--- config.mk ---
export PLATFORM = sky130hd
export DESIGN_NAME = affinex_bus_master
export DESIGN_NICKNAME = d
export VERILOG_FILES = /design/src/rtl/affinex_pkg.sv /design/src/rtl/affinex_bus_txn.sv /design/src/rtl/affinex_bus_master.sv
export SDC_FILE = /design/constraint.sdc
export NUM_CORES = 1
export LEC_CHECK = 0
export ABC_CLOCK_PERIOD_IN_PS = 3400
export CAP_MARGIN = 20
export CORE_ASPECT_RATIO = 0.8
export CORE_MARGIN = 2
export CORE_UTILIZATION = 39
export DETAILED_ROUTE_END_ITERATION = 8
export PLACE_DENSITY = 0.69
export SLEW_MARGIN = 20
export SYNTH_ARGS = -nofsm -noshare
export SYNTH_HDL_FRONTEND = slang
export SYNTH_SLANG_ARGS = --single-unit
--- constraint.sdc ---
create_clock -name clk -period 3.4 [get_ports clk]
set_input_delay 0.34 -clock clk [delete_from_list [all_inputs] [get_ports clk]]
set_output_delay 0.34 -clock clk [all_outputs]
set_load 0.03 [all_outputs]
--- src/rtl/affinex_pkg.sv ---
`default_nettype none
// ============================================================================
// affinex_pkg : register map, bus size codes and master FSM states  (rev 1.0)
// ============================================================================
package affinex_pkg;

  localparam logic [5:0] ADDR_CONTROL     = 6'h00;
  localparam logic [5:0] ADDR_STATUS      = 6'h04;
  localparam logic [5:0] ADDR_A           = 6'h08;
  localparam logic [5:0] ADDR_B           = 6'h0C;
  localparam logic [5:0] ADDR_D           = 6'h10;
  localparam logic [5:0] ADDR_E           = 6'h14;
  localparam logic [5:0] ADDR_TX          = 6'h18;
  localparam logic [5:0] ADDR_TY          = 6'h1C;
  localparam logic [5:0] ADDR_XIN         = 6'h20;
  localparam logic [5:0] ADDR_YIN         = 6'h24;
  localparam logic [5:0] ADDR_XOUT        = 6'h28;
  localparam logic [5:0] ADDR_YOUT        = 6'h2C;
  localparam logic [5:0] ADDR_FIFO_CTRL   = 6'h30;
  localparam logic [5:0] ADDR_FIFO_STATUS = 6'h34;
  localparam logic [5:0] ADDR_FIFO_XOUT   = 6'h38;
  localparam logic [5:0] ADDR_FIFO_YOUT   = 6'h3C;

  localparam logic [1:0] SZ_NONE = 2'b11;
  localparam logic [1:0] SZ_WORD = 2'b10;

  typedef enum logic [3:0] {
    IDLE,
    CFG_WR,
    PT_WR_X,
    PT_WR_Y,
    CTRL_SET,
    WAIT,
    CTRL_CLR,
    POLL,
    RD_X,
    RD_Y,
    OUT
  } state_t;

endpackage
`default_nettype wire

--- src/rtl/affinex_bus_txn.sv ---
`default_nettype none
// ============================================================================
// affinex_bus_txn : single 32-bit register write/read with trailing gap cycle
// Revision 1.0
// ============================================================================
module affinex_bus_txn
  import affinex_pkg::*;
(
  input  logic        clk,
  input  logic        rst_n,
  input  logic        req,
  input  logic        is_wr,
  input  logic [5:0]  addr,
  input  logic [15:0] wdata,
  output logic        done,
  output logic [15:0] rdata,
  output logic [5:0]  address,
  output logic [31:0] data_out,
  output logic [1:0]  data_write_n,
  output logic [1:0]  data_read_n,
  input  logic [31:0] data_in,
  input  logic        data_ready
);

  logic gap;
  logic unused_data_hi;

  assign unused_data_hi = ^data_in[31:16];
  assign done           = gap;

  always_ff @(posedge clk) begin
    if (!rst_n) begin
      gap   <= 1'b0;
      rdata <= 16'h0000;
    end else if (gap) begin
      gap <= 1'b0;
    end else if (req && (is_wr || data_ready)) begin
      gap <= 1'b1;
      if (!is_wr) begin
        rdata <= data_in[15:0];
      end
    end
  end

  // Bus is driven only from registered state, never combinationally from data_ready
  always_comb begin
    address      = 6'h00;
    data_out     = 32'h0000_0000;
    data_write_n = SZ_NONE;
    data_read_n  = SZ_NONE;
    if (req && !gap) begin
      address = addr;
      if (is_wr) begin
        data_write_n = SZ_WORD;
        data_out     = {{16{wdata[15]}}, wdata};
      end else begin
        data_read_n = SZ_WORD;
      end
    end
  end

endmodule
`default_nettype wire

--- src/rtl/affinex_bus_master.sv ---
`default_nettype none
// ============================================================================
// affinex_bus_master : streams coefficient sets and points through the affine
// peripheral's register interface and returns transformed points.  (rev 1.0)
// ============================================================================
module affinex_bus_master
  import affinex_pkg::*;
#(
  parameter int WAIT_CYCLES = 40,
  parameter int MAX_POLLS   = 16
) (
  input  logic        clk,
  input  logic        rst_n,
  input  logic        cfg_valid,
  output logic        cfg_ready,
  input  logic [15:0] cfg_a,
  input  logic [15:0] cfg_b,
  input  logic [15:0] cfg_d,
  input  logic [15:0] cfg_e,
  input  logic [15:0] cfg_tx,
  input  logic [15:0] cfg_ty,
  input  logic        pt_valid,
  output logic        pt_ready,
  input  logic [15:0] pt_x,
  input  logic [15:0] pt_y,
  output logic        res_valid,
  input  logic        res_ready,
  output logic [15:0] res_x,
  output logic [15:0] res_y,
  output logic        err_timeout,
  output logic [5:0]  address,
  output logic [31:0] data_out,
  output logic [1:0]  data_write_n,
  output logic [1:0]  data_read_n,
  input  logic [31:0] data_in,
  input  logic        data_ready
);

  localparam logic [15:0] WAIT_LAST = 16'(WAIT_CYCLES - 1);
  localparam logic [15:0] POLL_LAST = 16'(MAX_POLLS - 1);

  state_t      state, next_state;
  logic [15:0] coef_a, coef_b, coef_d, coef_e, coef_tx, coef_ty;
  logic [15:0] pnt_x, pnt_y;
  logic [2:0]  cfg_idx;
  logic        cfg_loaded;
  logic [15:0] wait_cnt, poll_cnt;
  logic        req, is_wr, done;
  logic [5:0]  addr;
  logic [15:0] wdata, rdata;

  assign cfg_ready = rst_n && (state == IDLE);
  assign pt_ready  = rst_n && (state == IDLE) && cfg_loaded && !cfg_valid;
  assign res_valid = (state == OUT);

  affinex_bus_txn u_txn (
    .clk          (clk),
    .rst_n        (rst_n),
    .req          (req),
    .is_wr        (is_wr),
    .addr         (addr),
    .wdata        (wdata),
    .done         (done),
    .rdata        (rdata),
    .address      (address),
    .data_out     (data_out),
    .data_write_n (data_write_n),
    .data_read_n  (data_read_n),
    .data_in      (data_in),
    .data_ready   (data_ready)
  );

  always_ff @(posedge clk) begin
    if (!rst_n) begin
      state       <= IDLE;
      cfg_loaded  <= 1'b0;
      err_timeout <= 1'b0;
      cfg_idx     <= 3'd0;
      wait_cnt    <= 16'd0;
      poll_cnt    <= 16'd0;
      res_x       <= 16'h0000;
      res_y       <= 16'h0000;
    end else begin
      state <= next_state;
      case (state)
        IDLE: begin
          cfg_idx  <= 3'd0;
          wait_cnt <= 16'd0;
          poll_cnt <= 16'd0;
          if (cfg_valid) begin
            coef_a  <= cfg_a;
            coef_b  <= cfg_b;
            coef_d  <= cfg_d;
            coef_e  <= cfg_e;
            coef_tx <= cfg_tx;
            coef_ty <= cfg_ty;
          end else if (pt_valid && cfg_loaded) begin
            pnt_x <= pt_x;
            pnt_y <= pt_y;
          end
        end
        CFG_WR: if (done) begin
          cfg_idx <= cfg_idx + 3'd1;
          if (cfg_idx == 3'd5) cfg_loaded <= 1'b1;
        end
        WAIT: wait_cnt <= wait_cnt + 16'd1;
        POLL: if (done && !rdata[0]) begin
          poll_cnt <= poll_cnt + 16'd1;
          if (poll_cnt == POLL_LAST) err_timeout <= 1'b1;
        end
        RD_X: if (done) res_x <= rdata;
        RD_Y: if (done) res_y <= rdata;
        default: ;
      endcase
    end
  end

  always_comb begin
    next_state = state;
    req        = 1'b0;
    is_wr      = 1'b0;
    addr       = ADDR_CONTROL;
    wdata      = 16'h0000;
    case (state)
      IDLE: begin
        if (cfg_valid)                    next_state = CFG_WR;
        else if (pt_valid && cfg_loaded)  next_state = PT_WR_X;
      end
      CFG_WR: begin
        req   = 1'b1;
        is_wr = 1'b1;
        case (cfg_idx)
          3'd0:    begin addr = ADDR_A;  wdata = coef_a;  end
          3'd1:    begin addr = ADDR_B;  wdata = coef_b;  end
          3'd2:    begin addr = ADDR_D;  wdata = coef_d;  end
          3'd3:    begin addr = ADDR_E;  wdata = coef_e;  end
          3'd4:    begin addr = ADDR_TX; wdata = coef_tx; end
          default: begin addr = ADDR_TY; wdata = coef_ty; end
        endcase
        if (done && cfg_idx == 3'd5) next_state = IDLE;
      end
      PT_WR_X: begin
        req = 1'b1; is_wr = 1'b1; addr = ADDR_XIN; wdata = pnt_x;
        if (done) next_state = PT_WR_Y;
      end
      PT_WR_Y: begin
        req = 1'b1; is_wr = 1'b1; addr = ADDR_YIN; wdata = pnt_y;
        if (done) next_state = CTRL_SET;
      end
      CTRL_SET: begin
        req = 1'b1; is_wr = 1'b1; addr = ADDR_CONTROL; wdata = 16'h0001;
        if (done) next_state = WAIT;
      end
      WAIT: begin
        if (wait_cnt == WAIT_LAST) next_state = CTRL_CLR;
      end
      CTRL_CLR: begin
        // Clearing CONTROL stops the peripheral from free-running on stale inputs
        req = 1'b1; is_wr = 1'b1; addr = ADDR_CONTROL; wdata = 16'h0000;
        if (done) next_state = POLL;
      end
      POLL: begin
        req = 1'b1; addr = ADDR_STATUS;
        if (done) begin
          if (rdata[0])                   next_state = RD_X;
          else if (poll_cnt == POLL_LAST) next_state = IDLE;
        end
      end
      RD_X: begin
        req = 1'b1; addr = ADDR_XOUT;
        if (done) next_state = RD_Y;
      end
      RD_Y: begin
        req = 1'b1; addr = ADDR_YOUT;
        if (done) next_state = OUT;
      end
      OUT: begin
        if (res_ready) next_state = IDLE;
      end
      default: next_state = IDLE;
    endcase
  end

endmodule
`default_nettype wire

Yosys cells after proc, flatten, opt, wreduce, memory -nomap -nowiden
Cells that the tools add are included.
{"block": "word_totals", "reg_bits": 218, "in_bits": 166, "word_cells": 120, "output_inout_bits": 78}
{"block": "op_classes", "add_sub_neg": 3, "n_eq_ne": 31, "n_reduce_logical": 30, "bitwise": 4, "n_mux": 34}
{"operator": "$pmux 16 s5", "count": 1}
{"operator": "$mux 32", "count": 2}
{"operator": "$pmux 16 s2", "count": 2}
{"operator": "$pmux 16 s4", "count": 1}
{"operator": "$mux 4", "count": 14}
{"operator": "$pmux 4 s11", "count": 1}
{"operator": "$pmux 6 s6", "count": 1}
{"operator": "$add 16x1->16 const B", "count": 2}
{"operator": "$pmux 5 s5", "count": 1}
{"operator": "$ne 2x1->1 const B", "count": 9}
{"operator": "$eq 16x4->1 const B", "count": 1}
{"operator": "$eq 16x6->1 const B", "count": 1}
{"operator": "$eq 4x3->1 const B", "count": 4}
{"operator": "$mux 16", "count": 1}
{"operator": "$eq 4x4->1 const B", "count": 3}
{"operator": "$reduce_and 12->1", "count": 1}
{"operator": "$reduce_and 3->1", "count": 4}
{"operator": "$eq 4x2->1 const B", "count": 2}
{"operator": "$logic_and 1x1->1", "count": 8}
{"operator": "$reduce_and 2->1", "count": 4}
{"operator": "$reduce_or 8->1", "count": 1}
{"operator": "$eq 3x2->1 const B", "count": 2}
{"operator": "$eq 3x3->1 const B", "count": 2}
{"operator": "$mux 6", "count": 1}
{"operator": "18 further kinds", "count": 33}

Logic depth before layout (Yosys ltp)
Gate-level depths: netlist of run 1.
{"block": "depth", "ltp_word": 6, "depth_mapped": 9, "mapped_depth_nobuf": 7}

Cells and area by module
From an unflattened synthesis of run 1, not the netlist that was laid out.
{"block": "unflattened", "cells_unflattened": 825, "area_unflattened_um2": 9207.6}
{"mod": "affinex_bus_master", "area_each_um2": 8192.9, "cells_per_inst": 705, "instances": 1, "seq_area_each_um2": 5305.1}
{"mod": "affinex_bus_txn", "area_each_um2": 1014.7, "cells_per_inst": 120, "instances": 1, "seq_area_each_um2": 340.3}

Least setup slack after synthesis of run 1
Ideal clock, no wire load.
{"block": "synth_timing", "path_kind": "reg-to-reg", "start": "register state[0]", "end": "register coef_a[0], enable pin", "path_buffers": 1, "synth_period_minus_slack_ns": 3.759, "arrival_ns": 3.293, "stages_incl_launch_ff": 4, "setup_time_ns": 0.466, "t_required_ns": 2.934, "slack_ns": -0.359, "cell_sequence": "dfxtp_1 -> buf_2 -> nor4_1 -> and3_1"}
{"block": "synth_between", "elab_chain_cells": 2}
{"item": "start: declaration", "line": "affinex_bus_master.sv:42", "rtl": "state_t state, next_state;"}
{"item": "start signal: assignment", "line": "affinex_bus_master.sv:84", "rtl": "state <= next_state;"}
{"item": "$logic_not 4->1", "line": "affinex_bus_master.sv:85", "rtl": "case (state)"}
{"item": "$reduce_and 3->1 (no source line)"}
{"item": "end signal: assignment", "line": "affinex_bus_master.sv:91", "rtl": "coef_a <= cfg_a;"}
{"item": "end: declaration", "line": "affinex_bus_master.sv:43", "rtl": "logic [15:0] coef_a, coef_b, coef_d, coef_e, coef_tx, coef_ty;"}
Every way passes these cells.
A chain may end at the register's enable or synchronous reset.

Final worst setup path of run 1
{"block": "layout_timing", "start": "register state[1]", "end": "output port data_out[10]"}
{"block": "layout_between", "elab_chain_cells": 5, "word_cells_on_any_way": 16, "cone_classes": "eq/ne (8); mux (5); reduce/logical (3)"}
{"item": "$eq 4x3->1, or another cell as far along", "line": "affinex_bus_master.sv:124", "rtl": "case (state)"}
{"item": "$reduce_or 5->1 (no source line) or $reduce_or 8->1 (tied branches)"}
{"item": "$mux 1", "line": "affinex_bus_master.sv:124"}
{"item": "$mux 32 or $logic_and 1x1->1 (tied branches)", "line": "affinex_bus_txn.sv:53, affinex_bus_txn.sv:51"}
{"item": "$mux 32 (*)", "line": "affinex_bus_txn.sv:51", "rtl": "if (req && !gap) begin"}
{"item": "end: declaration", "line": "affinex_bus_master.sv:32", "rtl": "output logic [31:0] data_out,"}
Every way passes the cells marked *; elsewhere a longest branch is shown, timed or not.

==> results.toml, run 1 <==
[status]
run_status = "complete, no violations"

[synth]
syn_inst = 801
synth_edf_count = 128
ys_ff_latch = 218
synthArstFlopShare = 0
syn_area_sq_mm = 0.00904
syn_avg_cell_area_sq_um = 11.3
yosysTopAreaCell = "edfxtp_1"
synth_xor_area_frac = 0.00775
synth_top_area_frac = 0.425
yosys.area_share.simple = 0.146
synthMuxAreaShare = 0.0238
synthAdderAreaFrac = 0.00969
synth_flop_cell = "edfxtp_1"
ys_seq_area_frac = 0.624
yosysUniqueCellTypes = 65
ys_warn_count = 0
synth-compound-area-share = 0.143
ys_top_cells_by_area = "edfxtp_1 (43%), dfxtp_1 (20%), nand2_1 (4.4%), a21oi_1 (4.0%), nor2_1 (2.3%)"
synth_top_family_by_area = "simple AND/OR/NAND/NOR gates"

[final_layout]
syn_to_final_growth_pct = 35.8
nFillCells = 1936
nets = 1182
stdcell_count = 1333
multi_input_area_sq_mm = 0.00305
seqCellArea_sq_mm = 0.00565
drive_above_1_share = 0.120

[timing]
max_freq_ghz = 0.320
fin_setup_tns_ns = 0
worst_slew_pin_slew_ns = 0.952
hold_viol = 0
slew_headroom = 0.363
fin_worst_skew_ns = 0.0223
worst_slack_ns = 0.279
slew_violations = 0
fin_crit_ns = 3.12
rsz0062_at_grt = "false"
fin_crit_sh = 0.918
setup_violations = 0

[setup_path]
cp-end-kind = "primary output"
r2r_end = "state[1]$_SDFFE_PN0P_"
critPathLaunch = "state[1]$_SDFFE_PN0P_"
start_kind = "flop"
reg2reg_slack_ns = 0.83
critPathMaxFanout = 20
arrival_ns = 2.78
r2r-start = "state[2]$_SDFFE_PN0P_"
r2r_cells = 7
critical_path_required_ns = 3.06
worst-setup-path-type = "reg2out"

[hold_path]
hp-class = "in2reg"
hold_end = "coef_ty[9]$_DFFE_PP_"
hp-start = "cfg_ty[9]"
hold_depth = 1

[floorplanning]
design.core.area_sq_mm = 0.0226
die_x_um = 174
die_area_sq_mm = 0.0244
ios = 244
die_y_um = 140
rows = 49
start_util = 0.400

[global_route]
track_usage = 0.195
grt_max_degree = 76
grt_pass1_wl_mm = 37.6
globalRouteOverflowTotal = 0
antenna_found_initial = 2
grt_pass1_vias = 6779

[clock_tree]
clk_path_buf_depth = 3
numCtsBuffers = 23
cts_sinks = 218
cts_tree = "yes"
path_clk_slew_ns = 0.06
clock_latency_ns = 0.52
clock-root-buffer = "clkbuf_16"
cts_htree_levels = 1
cts_hold_buffers = 0

[route]
dr.pass1.iters = 6
vias_per_cell = 5.25
remaining_drc_errors = 0
antenna_left = 0
routedWlPerCell_um = 18.1
drt-initial-drc-count = 557
wl_mm = 24.1
vias = 7002

[power_and_ir_drop]
irDropWorstVdd_uv = 333
power_mw = 7.16
p_leak_nw = 4.29
cellPowerDensity_mw_per_mm2 = 584

[placed_design]
place_ws_ns = 0.450
place.gp.congestion = 0.806
hpwlAfterDp_mm = 17.0
dp.cells = 1287
io_buffers = 223

[flow_run]
maxCapViolCount = 0
through the flow:
stage | hold WS [ns] | cell area, sq um | utilization
after detailed placement | 0.448 | 11500 | 0.510
after global routing | 0.350 | 12300 | 0.542
final | 0.370 | 12300 | 0.543
after global placement | 0.442 | 11500 | 0.510
after floorplan | 0.439 | 9050 | -
after CTS | 0.350 | 12200 | 0.541
final cells by class:
type	instances	share of cell area
antenna	1	0.000204
clock buffer	33	0.0519
clock inverter	9	0.00479
inverter	9	0.00275
multi-input combinational	503	0.248
sequential	218	0.460
tap	306	0.0312
timing repair buffer	254	0.201
kinds of logic after synthesis:
group                      after synthesis
and+or+nand+nor                        264
DFF                                    218
AOI/OAI and AO/OA                      199
buffers and inverters                   82
muxes                                   21
xor gates and xnor gates                 8
adders and majority gates                7
other                                    2
repair_timing:
item	4_1_cts	5_1_grt
resized for setup	1	1
pin swaps	0	2
buffers inserted	0	3
setup endpoints to repair	17	19
how the worst max path moves through the flow:
stage / to / slack [ns] / depth (start not counted)
floorplan: pnt_x[0]$_DFFE_PP_ / 0.09 / 5
global placement: data_out[19] / 0.51 / 8
detailed placement: data_out[25] / 0.45 / 8
CTS: data_out[25] / 0.07 / 8
global route: address[2] / 0.11 / 10
finish: data_out[10] / 0.28 / 6
flip-flops by register name (all words and copies together), names as in the netlist, 4 cells and up:
register     cells
coef_tx         16
res_x           16
coef_e          16
res_y           16
wait_cnt        16
coef_a          16
state            4
coef_d          16
poll_cnt        16
coef_b          16
pnt_x           16
pnt_y           16
coef_ty         16
u_txn.rdata     16
layout by cell type (no fill, tap or decap), types with 4 or more instances in the layout:
cell | netlist | final
a21oi_1 | 73 | 72
a222oi_1 | 17 | 17
a22o_1 | 15 | 15
a22oi_1 | 17 | 17
a31o_2 | 4 | 4
a31oi_1 | 8 | 8
and2_1 | 5 | 4
buf_12 | 0 | 7
buf_4 | 21 | 58
clkbuf_1 | 35 | 5
clkbuf_16 | 0 | 23
clkdlybuf4s50_1 | 0 | 189
clkinv_1 | 0 | 4
conb_1 | 2 | 4
dfxtp_1 | 90 | 90
edfxtp_1 | 128 | 128
ha_1 | 7 | 7
inv_1 | 9 | 8
mux2_2 | 4 | 4
mux2i_1 | 17 | 17
nand2_1 | 107 | 107
nand3_1 | 19 | 19
nand3b_1 | 4 | 4
nand4_1 | 8 | 8
nor2_1 | 56 | 56
nor3_1 | 11 | 10
nor3b_1 | 4 | 4
nor4_1 | 11 | 11
o21ai_0 | 41 | 41
or3_1 | 6 | 6
xnor2_1 | 7 | 7
power by group:
group | switching [mW] | internal, mW | total, mW
registers | 0.122 | 3.00 | 3.12
logic | 1.04 | 0.665 | 1.70
clock network | 1.02 | 1.31 | 2.33
total | 2.18 | 4.98 | 7.16
Yosys cell counts, drive strengths merged, types with 3 or more instances:
cell type and n:
a21oi 73, a222oi 17, a22o 15, a22oi 17, a31o 4, a31oi 8, a41o 3, a41oi 3
and2 5, and3 3, and4 3, buf 38, clkbuf 35, dfxtp 90, edfxtp 128, ha 7
inv 9, mux2 4, mux2i 17, nand2 107, nand3 19, nand3b 4, nand4 8, nor2 56
nor2b 3, nor3 11, nor3b 6, nor4 14, nor4b 4, o21ai 42, or3 6, xnor2 7
routing by layer:
| metal | routed length, um | GRT usage |
|---|---|---|
| met1 | 10700 | 0.274 |
| met2 | 10500 | 0.299 |
| met3 | 2350 | 0.0578 |
| met4 | 510 | 0.0456 |
| met5 | 12 | 0 |
critical path, stage by stage (launching register included):
cell     delay [ns]
dfxtp_1        0.76
inv_1          0.18
nor4_4         0.41
buf_4          0.28
a22oi_1        0.09
a21oi_1        0.36
buf_12         0.18
Note: power is estimated with default switching activity, not from simulation.
==> inputs of run 2 (changes only) <==
- SLEW_MARGIN: 20 -> 15
==> results of run 2 <==
Final layout, timing and power as in run 1 (identical DEF).
==> inputs of run 3 (changes only) <==
- SKIP_LAST_GASP: unset -> 1
==> results of run 3 <==
Final layout, timing and power as in run 1 (identical DEF).
